<file path="src/rtl/zigbee_pkg.sv">
// rtl/zigbee_pkg.sv - shared types and constants for the zigbee transmit controller
//
// Contents:
//   txState_t             transmit FSM state encoding
//   CHIPS_PER_SYMBOL_DEF  default chips emitted per 4-bit symbol
//   SYMBOL_WIDTH          bits per O-QPSK symbol
package zigbee_pkg;

  typedef enum logic [2:0] {
    IDLE  = 3'd0,
    FETCH = 3'd1,
    LOAD  = 3'd2,
    CODE  = 3'd3,
    NEXT  = 3'd4,
    DONE  = 3'd5,
    ABORT = 3'd6
  } txState_t;

  localparam int CHIPS_PER_SYMBOL_DEF = 32;
  localparam int SYMBOL_WIDTH         = 4;

endpackage

</file>
<file path="src/rtl/zigbee_tx_ctrl.sv">
// rtl/zigbee_tx_ctrl.sv - frame sequencer feeding symbols from an input FIFO to the chip coder
//
// Optional feature macro: TX_CTRL_TIMEOUT_EN (empty-FIFO wait timeout with ABORT state)
//
// Ports:
//   inClock                     clock, rising edge
//   inReset                     synchronous active-low reset
//   inStart / inFrameLen        frame start request and symbol count
//   in_inFIFO_inEmpty/inData    input FIFO status and read data (data valid one cycle after pop)
//   out_inFIFO_outReadEnable    input FIFO pop
//   out_coder_outSymbol         symbol currently presented to the coder
//   out_coder_outEnable         coder advance, one chip per enabled cycle
//   in_outFIFO_inFull           output FIFO full flag
//   out_outFIFO_outWriteEnable  output FIFO write of the current chip
//   outBusy / outDone / outError  status: not idle, frame complete pulse, underrun abort pulse
//   outSymCount                 symbols fully coded in the current or last frame
module zigbee_tx_ctrl
  import zigbee_pkg::*;
#(
  parameter int CHIPS_PER_SYMBOL = CHIPS_PER_SYMBOL_DEF,
  parameter int TIMEOUT_CYCLES   = 255
) (
  input  logic                    inClock,
  input  logic                    inReset,
  input  logic                    inStart,
  input  logic [7:0]              inFrameLen,
  input  logic                    in_inFIFO_inEmpty,
  input  logic [SYMBOL_WIDTH-1:0] in_inFIFO_inData,
  output logic                    out_inFIFO_outReadEnable,
  output logic [SYMBOL_WIDTH-1:0] out_coder_outSymbol,
  output logic                    out_coder_outEnable,
  input  logic                    in_outFIFO_inFull,
  output logic                    out_outFIFO_outWriteEnable,
  output logic                    outBusy,
  output logic                    outDone,
  output logic                    outError,
  output logic [7:0]              outSymCount
);

  localparam int                CHIP_W    = $clog2(CHIPS_PER_SYMBOL + 1);
  localparam logic [CHIP_W-1:0] LAST_CHIP = CHIP_W'(CHIPS_PER_SYMBOL - 1);

  txState_t          state;
  logic [CHIP_W-1:0] chipCount;
  logic [7:0]        frameLen;
  logic [7:0]        nextSymCount;
  logic              coderEnable;

  // Chips are produced combinationally from the enable, so the coder only
  // advances when the output FIFO can take the chip in the same cycle.
  assign coderEnable  = (state == CODE) && !in_outFIFO_inFull;
  assign nextSymCount = outSymCount + 8'd1;

  // Pop in the FETCH cycle itself; the data arrives while in LOAD.
  assign out_inFIFO_outReadEnable   = (state == FETCH) && !in_inFIFO_inEmpty;
  assign out_coder_outEnable        = coderEnable;
  assign out_outFIFO_outWriteEnable = coderEnable;
  assign outBusy                    = (state != IDLE);
  assign outDone                    = (state == DONE);

`ifdef TX_CTRL_TIMEOUT_EN
  localparam int              WAIT_W    = $clog2(TIMEOUT_CYCLES + 1);
  localparam logic [WAIT_W-1:0] WAIT_LAST = WAIT_W'(TIMEOUT_CYCLES - 1);

  logic [WAIT_W-1:0] waitCount;

  assign outError = (state == ABORT);
`else
  // Keeps the timeout parameter referenced when the feature is compiled out.
  logic unusedTimeout;
  assign unusedTimeout = (TIMEOUT_CYCLES != 0);
  assign outError      = 1'b0;
`endif

  always_ff @(posedge inClock) begin
    if (!inReset) begin
      state               <= IDLE;
      chipCount           <= '0;
      frameLen            <= '0;
      outSymCount         <= '0;
      out_coder_outSymbol <= '0;
`ifdef TX_CTRL_TIMEOUT_EN
      waitCount           <= '0;
`endif
    end else begin
`ifdef TX_CTRL_TIMEOUT_EN
      // Only FETCH with an empty FIFO keeps the wait count alive.
      waitCount <= '0;
`endif
      unique case (state)
        IDLE: begin
          if (inStart) begin
            frameLen    <= inFrameLen;
            outSymCount <= '0;
            state       <= (inFrameLen == 8'd0) ? DONE : FETCH;
          end
        end
        FETCH: begin
          if (!in_inFIFO_inEmpty) begin
            state <= LOAD;
          end
`ifdef TX_CTRL_TIMEOUT_EN
          else if (waitCount == WAIT_LAST) begin
            state <= ABORT;
          end else begin
            waitCount <= waitCount + 1'b1;
          end
`endif
        end
        LOAD: begin
          out_coder_outSymbol <= in_inFIFO_inData;
          chipCount           <= '0;
          state               <= CODE;
        end
        CODE: begin
          // A full output FIFO freezes both counter and state so no chip is lost.
          if (coderEnable) begin
            chipCount <= chipCount + 1'b1;
            if (chipCount == LAST_CHIP) begin
              state <= NEXT;
            end
          end
        end
        NEXT: begin
          outSymCount <= nextSymCount;
          state       <= (nextSymCount == frameLen) ? DONE : FETCH;
        end
        DONE:    state <= IDLE;
        ABORT:   state <= IDLE;
        default: state <= IDLE;
      endcase
    end
  end

endmodule

</file>
<file path="config.mk">
export PLATFORM = sky130hd
export DESIGN_NAME = zigbee_tx_ctrl
export DESIGN_NICKNAME = d
export VERILOG_FILES = /design/src/rtl/zigbee_pkg.sv /design/src/rtl/zigbee_tx_ctrl.sv
export SDC_FILE = /design/constraint.sdc
export NUM_CORES = 1
export LEC_CHECK = 0
export CELL_PAD_IN_SITES_DETAIL_PLACEMENT = 2
export CELL_PAD_IN_SITES_GLOBAL_PLACEMENT = 2
export CORE_MARGIN = 2
export CORE_UTILIZATION = 26
export DETAILED_ROUTE_END_ITERATION = 12
export GPL_TIMING_DRIVEN = 0
export PLACE_DENSITY = 0.81
export RECOVER_POWER = 25
export SYNTH_ARGS = -nofsm -noshare
export SYNTH_HDL_FRONTEND = slang
export SYNTH_SLANG_ARGS = --single-unit
export TNS_END_PERCENT = 1
</file>
<file path="constraint.sdc">
create_clock -name inClock -period 1.6 [get_ports inClock]
set_input_delay 0.4 -clock inClock [delete_from_list [all_inputs] [get_ports inClock]]
set_output_delay 0.4 -clock inClock [all_outputs]
set_load 0.02 [all_outputs]
</file>
**Word level (Yosys, flattened, before mapping)**

Index checks and enable logic that the tools add are counted.

- Bits in registers: 29
- Bits of input ports: 17

- Add/sub/neg operators: 2
- Eq/ne operators: 11
- Multiplexer cells: 11
- Reductions and logical operators: 13

Operator list:

| operator | count |
|---|---|
| 3-bit 2-to-1 mux | 6 |
| 8-bit case mux with 2 select lines | 1 |
| 3-bit case mux with 5 select lines | 1 |
| 6-bit case mux with 2 select lines | 1 |
| 8-bit by 1-bit adder with 8-bit output, second input constant | 1 |
| 8-bit equality test | 1 |
| 8-bit logical NOT | 1 |
| 8-bit 2-to-1 mux | 1 |
| 6-bit by 1-bit adder with 6-bit output, second input constant | 1 |
| 3-bit by 2-bit equality test with 1-bit output, second input constant | 2 |
| 3-bit equality test, second input constant | 2 |
| 6-bit by 5-bit equality test with 1-bit output, second input constant | 1 |
| 6-bit 2-to-1 mux | 1 |
| 2-bit != test, second input constant | 3 |
| 2-bit AND reduction | 3 |
| 4-bit AND reduction | 1 |
| 2-bit nonzero test | 2 |
| 3-bit by 1-bit equality test with 1-bit output, second input constant | 1 |
| 3-bit logical NOT | 1 |
| 3-bit nonzero test | 1 |
| 1-bit logical AND | 2 |
| 1-bit logical NOT | 2 |
| 2-bit by 1-bit != test with 1-bit output, second input constant | 1 |

**Logic depth before layout (Yosys ltp)**

Gate-level depths: netlist (run 1).

- Word-level depth: 4
- Gate-level depth with buffers: 7
- Depth with buffers taken out: 6

**Worst setup path before layout (run 1)**

No wires, ideal clock.

- Path type: flip-flop to output port
- Start point: reg state[1]
- End point: out out_outFIFO_outWriteEnable
- Arrival time: 1,618 ps
- Required time: 1,200 ps
- Slack: -418 ps
- Stages on the path, launching flop included: 5
- Path buffers: 2
- Cell sequence: dfxtp_1 buf_2 nand2b_1 nor3b_1 buf_4

- Longest elaborated chain between the ends: 2

Ends and longest elaborated chain:

| element | line | source |
|---|---|---|
| start: declaration | zigbee_tx_ctrl.sv:43 | `txState_t state;` |
| start signal: assignment | zigbee_tx_ctrl.sv:95 | `state <= (inFrameLen == 8'd0) ? DONE : FETCH;` |
| start signal: assignment | zigbee_tx_ctrl.sv:126 | `state <= (nextSymCount == frameLen) ? DONE : FETCH;` |
| 3-bit by 2-bit equality test with 1-bit output | zigbee_tx_ctrl.sv:51 | `assign coderEnable = (state == CODE) && !in_outFIFO_inFull;` |
| 1-bit logical AND | zigbee_tx_ctrl.sv:51 |  |
| end: declaration | zigbee_tx_ctrl.sv:33 | `output logic out_outFIFO_outWriteEnable,` |

No other way between the ends.

**Final worst setup path (run 1)**

Same ends and word-level chain as after synthesis.

==> metrics.csv, run 1 <==
stage;metric;value;unit
place;gp_congestion;0.7792;
layout;final_util;0.3988;
synth;synth.area.top_cells;dfxtp_1, a21boi_0, nand2_1, o21ai_0, nor2_1;
pwr;p_clk_frac;0.459;
pwr;powerDensity;821.6;nW/um2
worst_setup_path;arrival;1360;ps
route;firstDrtPassIters;4;
sta;finalSetupTns;-623.5;ps
sta;hold_ws;480.9;ps
global_route;grt_first_pass_wirelength;8728;um
global_route;grt_max_degree;11;
cts;clock-sinks;29;
synth;synth_xor_xnor_area_share;0.06578;
global_route;grt_usage;0.1728;
cts;cts.reportedPaths.clkPinSlew;70;ps
synth;async_reset_ff_frac;0;
min_path;hold_path_class;reg -> reg;
layout;finish.net_count;266;
worst_setup_path;crit_required;1200;ps
floorplanning;die_h;82.39;um
worst_setup_path;end_kind;output pin;
place;hpwl;3684;um
synth;syn_inst;198;
sta;setup_viol;6;
layout;diodes;0;
synth;synth-seq-cells;29;
synth;ys.flop_type;dfxtp_1;
floorplanning;io_pins;35;
cts;cts_tree;built;
cts;worstSkewPairLatency;300;ps
floorplanning;core_area;5921;um2
layout;nFillCells;693;
cts;root_buffer;clkbuf_8;
pwr;switchingPower;512.1;uW
layout;final_common_cell;nand2_1;
sta;hold_viol_final;0;
sta;max_freq;568.0;MHz
layout;mostFrequentLayoutCells;nand2_1, dfxtp_1, nor2_1, buf_4;
route;antenna_left;0;
layout;multi_input_area;1059;um2
synth;yosysWarnings;0;
synth;synth_top_family_by_area;simple AND/OR/NAND/NOR gates;
sta;finalCriticalPeriod;1760;ps
cts;clk_path_buf_depth;2;
layout;layout-drive-gt1-share;0.2258;
sta;fin_crit_sh;1.100;
sta;timing.final.ws_setup;-160.4;ps
pwr;leakage;0.0009075;uW
place;preCtsSetupSlack;-744.3;ps
route;routed_wl;5590;um
pwr;peakVddDrop;0.3905;mV
synth;synth_top_area_share;0.3634;
synth;synth-edff-count;0;
floorplanning;chipWidth;82.39;um
synth;synth_nets;217;
route;vias;1682;
synth;yosys.area_share.simple;0.2811;
pwr;switching_share;0.2640;
pwr;seqPwrFrac;0.397;
sta;worstMarginPinSlew;539.9;ps
sta;rsz0062_at_grt;true;
synth;synth.area.mux_share;0;
floorplanning;die_area;6788;um2
place;place_inst;306;
worst_setup_path;cp-start-kind;flop;
sta;clock_skew;3.225;ps
run_status;status;finished, violations left;
pwr;p_comb_frac;0.144;
global_route;grt_overflow_total;0;
cts;ctsHoldBuffers;0;
run;max_cap_viol_count;0;
synth;synth.distinct_cells;43;
global_route;antenna_found_initial;0;
sta;drv_slew;0;
floorplanning;rows;28;
synth;synth-adder-area-share;0.01566;
route;avgRoutedWirePerCell;17.31;um
synth;synth-compound-area-share;0.2287;
synth;syn_area_per_cell;8.070;um2
synth;yosysSeqAreaShare;0.3634;
synth;synth_top_area_cell;dfxtp_1;
route;drc;0;
route;viasPerCell;5.207;
route;dr.first_iter.drc_count;58;
layout;fin_cells;323;
cts;ctsHtreeMaxLevel;2;
layout;syn2layout_area_growth;47.77;%
global_route;grt_pass1_vias;1723;
layout;regArea;601.8;um2
place;portBuffers;33;
floorplanning;start_util;0.2699;
worst_setup_path;path_max_fanout;4;
pwr;p_int;1428;uW
sta;max-slew-margin-rel;0.6375;
run_status;violations;negative setup slack;
worst_setup_path;critPathKind;reg -> out;
cts;cts_made_buffers;5;
synth;syn-cell-area;1598;um2
==> worst paths after layout <==
check / start / endpoint / slack [ps] / depth (start not counted)
worst max-delay path: state[1]$_SDFFE_PN0P_ / out_outFIFO_outWriteEnable / -160 / 5
worst min-delay path: state[2]$_SDFFE_PN0P_ / state[1]$_SDFFE_PN0P_ / 480 / 1
worst max register to register: outSymCount[3]$_SDFFE_PN0P_ / state[2]$_SDFFE_PN0P_ / -110 / 6
worst min register to register: state[2]$_SDFFE_PN0P_ / state[1]$_SDFFE_PN0P_ / 480 / 1
==> kinds of logic (layout without fill, tap and decap cells) <==
family,after synthesis,after routing
AND/OR/NAND/NOR,87,87
AO/OA/AOI/OAI,53,53
flip-flops,29,29
buffers and inverters,14,64
XOR/XNOR,12,12
adder cells (fa/ha/maj),2,2
other,1,1
==> power by group through the flow <==
stage          Sequential [uW]  Combinational (uW)  Clock [uW]
2_1_floorplan              782                 135           0
3_3_place_gp               783                 242           0
3_5_place_dp               784                 250           0
4_1_cts                    769                 264         909
5_1_grt                    774                 308         936
6_report                   770                 279         891
==> critical path: stages (launching register included) <==
cell and delay, ps:
dfxtp_4 370, buf_6 120, nand2b_4 70, nor3b_4 250
buf_4 150, buf_6 100
==> cells in the mapped netlist (5+ instances only) <==
cell / count
xor2_1: 6
a21boi_0: 19
dfxtp_1: 29
xnor2_1: 6
nor2b_1: 6
a21oi_1: 9
nor2_1: 17
buf_2: 6
nand4_1: 5
o21ai_0: 13
nand2_1: 29
==> layer usage <==
layer	part of all wire	GRT usage	vias up
met5	0	0	-
met4	0.024	0.05333	0
met3	0.036	0.04783	16
met2	0.52	0.3137	36
met1	0.42	0.1943	833
li1	-	-	797
==> final cells by class <==
| type | count | area share |
|---|---|---|
| multi-input combinational | 155 | 0.4483 |
| sequential | 29 | 0.2549 |
| timing repair buffer | 43 | 0.1616 |
| clock buffer | 6 | 0.03975 |
| tap | 75 | 0.03975 |
| buffer | 11 | 0.03763 |
| clock inverter | 2 | 0.01484 |
| inverter | 2 | 0.003180 |
==> metrics by stage <==
stage,total power (uW),area [um2]
2_1_floorplan,916.9,1635
3_3_place_gp,1025,2059
3_5_place_dp,1034,2059
4_1_cts,1942,2257
5_1_grt,2018,2361
6_report,1940,2361
==> flip-flops by register name, summed over array words and instances, names as in the netlist <==
| name | count |
|---|---|
| state | 3 |
| chipCount | 6 |
| outSymCount | 8 |
| out_coder_outSymbol | 4 |
| frameLen | 8 |
==> timing repair <==
item                                    in CTS  in global routing
endpoints found under the setup margin      29                 17
setup buffers                                3                  7
pin swaps                                    4                  9
gates resized for setup                     57                 18
(Power assumes the default switching activity.)
==> inputs of run 2 (changes only) <==
HOLD_SLACK_MARGIN = 0.06   (was unset)
SKIP_CTS_REPAIR_TIMING = 1   (was unset)
==> run 2 against run 1 <==
Against the previous run:
- the flow still finishes with violations (negative setup slack)
- largest cell class unchanged
- sequential power about the same
- final cell count decreased by 0.93%
- utilization decreased by 1.2 points
- highest routed layer unchanged
- register-to-register slack got worse by 50 ps
- die area unchanged
==> metrics.csv, run 2 (synthesis gave the netlist of run 1 again) <==
stage;metric;value;unit;change
run_status;status;finished, violations left;;
run_status;violations;negative setup slack;;
layout;finish.net_count;263;;-1.1%
worst_setup_path;crit_start;state[1]$_SDFFE_PN0P_;;
route;vias;1634;;-2.9%
sta;clock_skew;5.652;ps;+2.428 ps
layout;fin_cells;320;;-0.93%
layout;mostFrequentLayoutCells;nand2_1, dfxtp_1, nor2_1, a21boi_0, clkdlybuf4s50_1;;
worst_setup_path;critPathCapture;out_coder_outEnable;;
worst_setup_path;critPathKind;reg -> out;;
worst_setup_path;cp-start-kind;flop;;
worst_setup_path;r2r_start;outSymCount[0]$_SDFFE_PN0P_;;
sta;hold_ws;480.9;ps;+0.04000 ps
place;place_inst;306;;unchanged
worst_setup_path;path_max_fanout;9;;+5
place;portBuffers;33;;unchanged
layout;nFillCells;700;;+1.0%
cts;clock-sinks;29;;unchanged
route;routed_wl;5237;um;-6.3%
run;max_cap_viol_count;0;;unchanged
floorplanning;die_area;6788;um2;unchanged
cts;cts.reportedPaths.clkPinSlew;70;ps;about the same
layout;layout-drive-gt1-share;0.2000;;-0.02581
sta;max-slew-margin-rel;0.6126;;-0.02493
min_path;holdPathStages;1;;unchanged
route;firstDrtPassIters;4;;unchanged
sta;worstMarginPinSlew;575.1;ps;+35.20 ps
sta;drv_slew;0;;unchanged
worst_setup_path;end_kind;output pin;;
sta;finalCriticalPeriod;1831;ps;+70.78 ps
cts;clk_path_buf_depth;2;;unchanged
layout;final_common_cell;nand2_1;;
sta;finalSetupTns;-880.5;ps;-256.9 ps
worst_setup_path;arrival;1430;ps;+70 ps
global_route;grt_pass1_vias;1704;;-1.1%
cts;cts_made_buffers;5;;unchanged
cts;worstSkewPairLatency;300;ps;about the same
place;hpwl;3684;um;unchanged
route;drc;0;;unchanged
floorplanning;rows;28;;unchanged
worst_setup_path;rr_endpoint;state[2]$_SDFFE_PN0P_;;
global_route;grt_usage;0.1652;;-0.007550
floorplanning;start_util;0.2699;;unchanged
worst_setup_path;rrSetupSlack;-160;ps;-50 ps
pwr;powerDensity;841.6;nW/um2;+2.4%
sta;timing.final.ws_setup;-231.2;ps;-70.78 ps
pwr;p_total;1926;uW;-0.72%
route;viasPerCell;5.106;;-1.9%
worst_setup_path;crit_required;1200;ps;about the same
sta;max_freq;546.1;MHz;-3.9%
floorplanning;die_h;82.39;um;unchanged
floorplanning;io_pins;35;;unchanged
global_route;antenna_found_initial;0;;unchanged
min_path;hold_path_class;reg -> reg;;
floorplanning;chipWidth;82.39;um;unchanged
place;gp_congestion;0.7792;;unchanged
pwr;leakage;0.0009149;uW;+0.82%
layout;final_util;0.3865;;-0.01226
route;avgRoutedWirePerCell;16.37;um;-5.4%
route;dr.first_iter.drc_count;37;;-36%
cts;ctsHtreeMaxLevel;2;;unchanged
layout;diodes;0;;unchanged
route;antenna_left;0;;unchanged
pwr;peakVddDrop;0.3573;mV;-8.5%
sta;rsz0062_at_grt;true;;
global_route;grt_overflow_total;0;;unchanged
layout;syn2layout_area_growth;43.23;%;
cts;cts_tree;built;;
global_route;grt_max_degree;11;;unchanged
sta;fin_crit_sh;1.145;;+0.04424
cts;root_buffer;clkbuf_8;;
global_route;grt_first_pass_wirelength;8445;um;-3.2%
worst_setup_path;ff2ff_path_depth;7;;+1
layout;largestRegisters;frameLen (8), outSymCount (8), chipCount (6);;
sta;setup_viol;5;;-1
floorplanning;core_area;5921;um2;unchanged
sta;hold_viol_final;0;;unchanged
-- run 2: cell types whose count changed in the layout (fill, tap and decap cells not counted), moves of 2 or more --
cell and change:
dlygate4sd2_1 -14, clkbuf_1 +7, dlymetal6s2s_1 +6, buf_4 -4
a21boi_2 -2, clkbuf_2 +3
-- run 2: worst max-delay path, stage by stage (launching register included) --
cell	delay, ps
dfxtp_4	370
buf_8	130
nand2b_4	100
nor3b_4	260
dlymetal6s2s_1	260
-- run 2: how the worst min path moves through the flow --
| stage | start | to | slack (ps) |
|---|---|---|---|
| after floorplan | frameLen[1]$_SDFFE_PN0P_ | frameLen[1]$_SDFFE_PN0P_ | 460 |
| after global placement | frameLen[1]$_SDFFE_PN0P_ | frameLen[1]$_SDFFE_PN0P_ | 470 |
| after detailed placement | frameLen[1]$_SDFFE_PN0P_ | frameLen[1]$_SDFFE_PN0P_ | 480 |
| after CTS | frameLen[1]$_SDFFE_PN0P_ | frameLen[1]$_SDFFE_PN0P_ | 490 |
| after global routing | state[2]$_SDFFE_PN0P_ | state[1]$_SDFFE_PN0P_ | 500 |
| final | state[2]$_SDFFE_PN0P_ | state[1]$_SDFFE_PN0P_ | 480 |
-- run 2: area by class of cell --
type | instances | area [um2] | area share
tap | 75 | 93.84 | 0.04101
clock buffer | 6 | 93.84 | 0.04101
multi-input combinational | 155 | 1027 | 0.4489
sequential | 29 | 601.8 | 0.2630
inverter | 2 | 7.507 | 0.003280
buffer | 12 | 95.09 | 0.04155
clock inverter | 2 | 35.03 | 0.01531
timing repair buffer | 39 | 334.1 | 0.1460
-- run 2: metal layers --
metal,up-vias,share of wire,global-route usage
met5,-,0,0
met4,0,0.013,0.07167
met3,7,0.030,0.03152
met2,30,0.52,0.2927
met1,806,0.43,0.1922
li1,791,-,-
-- run 2: per-stage QoR --
stage                     worst slack [ps]  area (um2)
after floorplan                     -30.61        1635
after global placement              -695.8        2059
after detailed placement            -744.3        2059
after CTS                           -955.4        2188
after global routing                -284.0        2288
final                               -231.2        2288
-- run 2: report_power, final --
part           switching (uW)  internal, uW
clock                     337           556
sequential               26.6           742
combinational             141           123
total                     505          1420
==> inputs of run 3 (changes only) <==
CORE_UTILIZATION = 29   (was 26)
PLACE_DENSITY = 0.85   (was 0.81)
clock period = 1.7 ns   (was 1.6 ns; I/O delays follow)
==> run 3 against run 2 <==
Against the previous run:
- the run still ends with negative setup slack left
- sequential power shrank 5.1%
- utilization up 1.3 points
- global-route usage rose by 1.2 points
- die area shrank 9.9%
- setup slack better by 63 ps
- critical path depth unchanged
- register-to-register slack gained 60 ps
- power down 20%
- non-clock buffer count is 6 lower
- combinational power is 9.1% lower
- final cell count down 2.8%
- cell area is 5.7% lower
- critical path type is now in -> out
- critical endpoint is now out_inFIFO_outReadEnable
- largest cell class unchanged
- largest power group is now registers
==> metrics.csv, run 3 (synthesis gave the netlist of run 1 again) <==
stage;metric;value;unit;change
floorplanning;die_h;78.23;um;-5.1%
sta;finalCriticalPeriod;1868;ps;
pwr;peakVddDrop;0.3423;mV;-4.2%
global_route;grt_max_degree;11;;unchanged
cts;worstSkewPairLatency;290;ps;about the same
global_route;grt_first_pass_wirelength;8666;um;+2.6%
place;hpwl;3677;um;-0.20%
min_path;hold_path_class;reg -> reg;;
worst_setup_path;rr_endpoint;state[2]$_SDFFE_PN0P_;;
cts;root_buffer;clkbuf_8;;
pwr;switching_share;0.2907;;+0.02852
layout;mostFrequentLayoutCells;nand2_1, dfxtp_1, clkdlybuf4s50_1, nor2_1, a21boi_0;;
sta;timing.final.ws_setup;-168.0;ps;+63.18 ps
floorplanning;start_util;0.2956;;+0.02574
route;antenna_left;0;;unchanged
pwr;seqPwrFrac;0.473;;+0.074
min_path;hp-start;state[2]$_SDFFE_PN0P_;;
place;dpl_cell_area;2034;um2;-1.2%
min_path;holdPathStages;1;;unchanged
layout;diodes;0;;unchanged
floorplanning;die_area;6119;um2;-9.9%
route;firstDrtPassIters;4;;unchanged
worst_setup_path;end_kind;output pin;;
route;drc;0;;unchanged
place;gp_congestion;0.7751;;-0.53%
sta;clock_skew;7.536;ps;+1.883 ps
layout;largestRegisters;frameLen (8), outSymCount (8), chipCount (6);;
cts;clock-sinks;29;;unchanged
sta;fin_crit_sh;1.099;;
global_route;grt_usage;0.1776;;+0.01233
run_status;status;finished, violations left;;
layout;nFillCells;639;;-8.7%
place;preCtsSetupSlack;-673.1;ps;+71.13 ps
layout;fin_cells;311;;-2.8%
sta;hold_viol_final;0;;unchanged
layout;design_area;2158;um2;-5.7%
layout;regArea;594.3;um2;-1.2%
run;max_cap_viol_count;0;;unchanged
global_route;grt_pass1_vias;1727;;+1.3%
worst_setup_path;crit_required;1270;ps;+70 ps
layout;layout-drive-gt1-share;0.1632;;-0.03682
worst_setup_path;ff2ff_path_depth;7;;unchanged
run_status;violations;negative setup slack;;
floorplanning;io_pins;35;;unchanged
layout;syn2layout_area_growth;35.08;%;
floorplanning;core_area;5405;um2;-8.7%
layout;multi_input_area;1002;um2;-2.4%
route;vias;1605;;-1.8%
pwr;p_comb_frac;0.156;;+0.019
sta;rsz0062_at_grt;true;;
cts;ctsHtreeMaxLevel;2;;unchanged
min_path;hold_end;state[1]$_SDFFE_PN0P_;;
global_route;antenna_found_initial;0;;unchanged
cts;cts_tree;built;;
worst_setup_path;path_max_fanout;2;;-7
route;dr.first_iter.drc_count;61;;+65%
worst_setup_path;r2r_start;outSymCount[1]$_SDFFE_PN0P_;;
sta;drv_slew;0;;unchanged
cts;clk_path_buf_depth;2;;unchanged
pwr;leakage;0.0008143;uW;-11%
pwr;switchingPower;448.5;uW;-11%
pwr;p_int;1094;uW;-23%
pwr;powerDensity;714.9;nW/um2;-15%
worst_setup_path;arrival;1440;ps;about the same
sta;setup_viol;5;;unchanged
floorplanning;rows;27;;-3.6%
worst_setup_path;critPathKind;in -> out;;
place;place_inst;303;;-0.98%
route;routed_wl;5224;um;-0.25%
worst_setup_path;rrSetupSlack;-100;ps;+60 ps
cts;cts.reportedPaths.clkPinSlew;70;ps;about the same
floorplanning;chipWidth;78.23;um;-5.1%
route;avgRoutedWirePerCell;16.80;um;+2.6%
layout;final_common_cell;nand2_1;;
route;viasPerCell;5.161;;+1.1%
worst_setup_path;cp-start-kind;input pin;;
pwr;p_total;1543;uW;-20%
sta;max_freq;535.3;MHz;
cts;cts_made_buffers;5;;unchanged
pwr;p_clk_frac;0.372;;-0.092
place;portBuffers;33;;unchanged
global_route;grt_overflow_total;0;;unchanged
layout;finish.net_count;257;;-2.3%
sta;finalSetupTns;-625.1;ps;+255.3 ps
==> run 3: cell count changes in the layout (fill, tap and decap cells not counted), sizes merged <==
cell           before  now
buf                15    8
clkdlybuf4s50      15   20
clkbuf             20   17
dlymetal6s2s        7    4
bufinv              1    0
clkinv              1    2
dlygate4sd3         0    1
inv                 2    3
==> run 3: area by class of cell <==
| class | count | share of cell area |
|---|---|---|
| Multi-Input combinational cell | 155 | 0.4643 |
| Sequential cell | 29 | 0.2754 |
| Timing Repair Buffer | 33 | 0.1397 |
| Tap cell | 72 | 0.04174 |
| Buffer | 12 | 0.03594 |
| Clock buffer | 5 | 0.03188 |
| Clock inverter | 3 | 0.007536 |
| Inverter | 2 | 0.003478 |
==> run 3: per-layer routing <==
metal,vias up,GRT usage,share of wire
li1,781,-,-
met1,789,0.2267,0.47
met2,26,0.3000,0.48
met3,9,0.03793,0.033
met4,0,0.05439,0.020
met5,-,0,0
==> run 3: metrics by stage <==
step | hold WS, ps | utilization
after floorplan | 455.3 | -
after global placement | 468.5 | 0.3764
after detailed placement | 480.6 | 0.3764
after CTS | 502.2 | 0.3921
after global routing | 501.4 | 0.3993
final | 485.5 | 0.3993
==> run 3: power by group through the flow <==
stage	Clock (uW)	Sequential (uW)	Combinational, uW
3_5_place_dp	0	742	231
4_1_cts	585	727	233
3_3_place_gp	0	740	227
2_1_floorplan	0	738	126
6_report	574	729	240
5_1_grt	618	732	266
==> run 3: critical path: stages <==
cell             delay, ps
clkdlybuf4s50_1        450
nor3b_2                240
and2_1                 160
clkbuf_2               160
==> run 3: worst max-delay path by stage <==
| stage | slack (ps) | cells past startpoint | endpoint | startpoint |
|---|---|---|---|---|
| 6_report | -170 | 4 | out_inFIFO_outReadEnable | in_inFIFO_inEmpty |
| 5_1_grt | -260 | 5 | out_outFIFO_outWriteEnable | state[1]$_SDFFE_PN0P_ |
| 4_1_cts | -880 | 5 | out_outFIFO_outWriteEnable | state[1]$_SDFFE_PN0P_ |
| 3_5_place_dp | -670 | 4 | out_outFIFO_outWriteEnable | in_outFIFO_inFull |
| 3_3_place_gp | -670 | 4 | out_outFIFO_outWriteEnable | in_outFIFO_inFull |
| 2_1_floorplan | -20 | 7 | state[2]$_SDFFE_PN0P_ | outSymCount[1]$_SDFFE_PN0P_ |
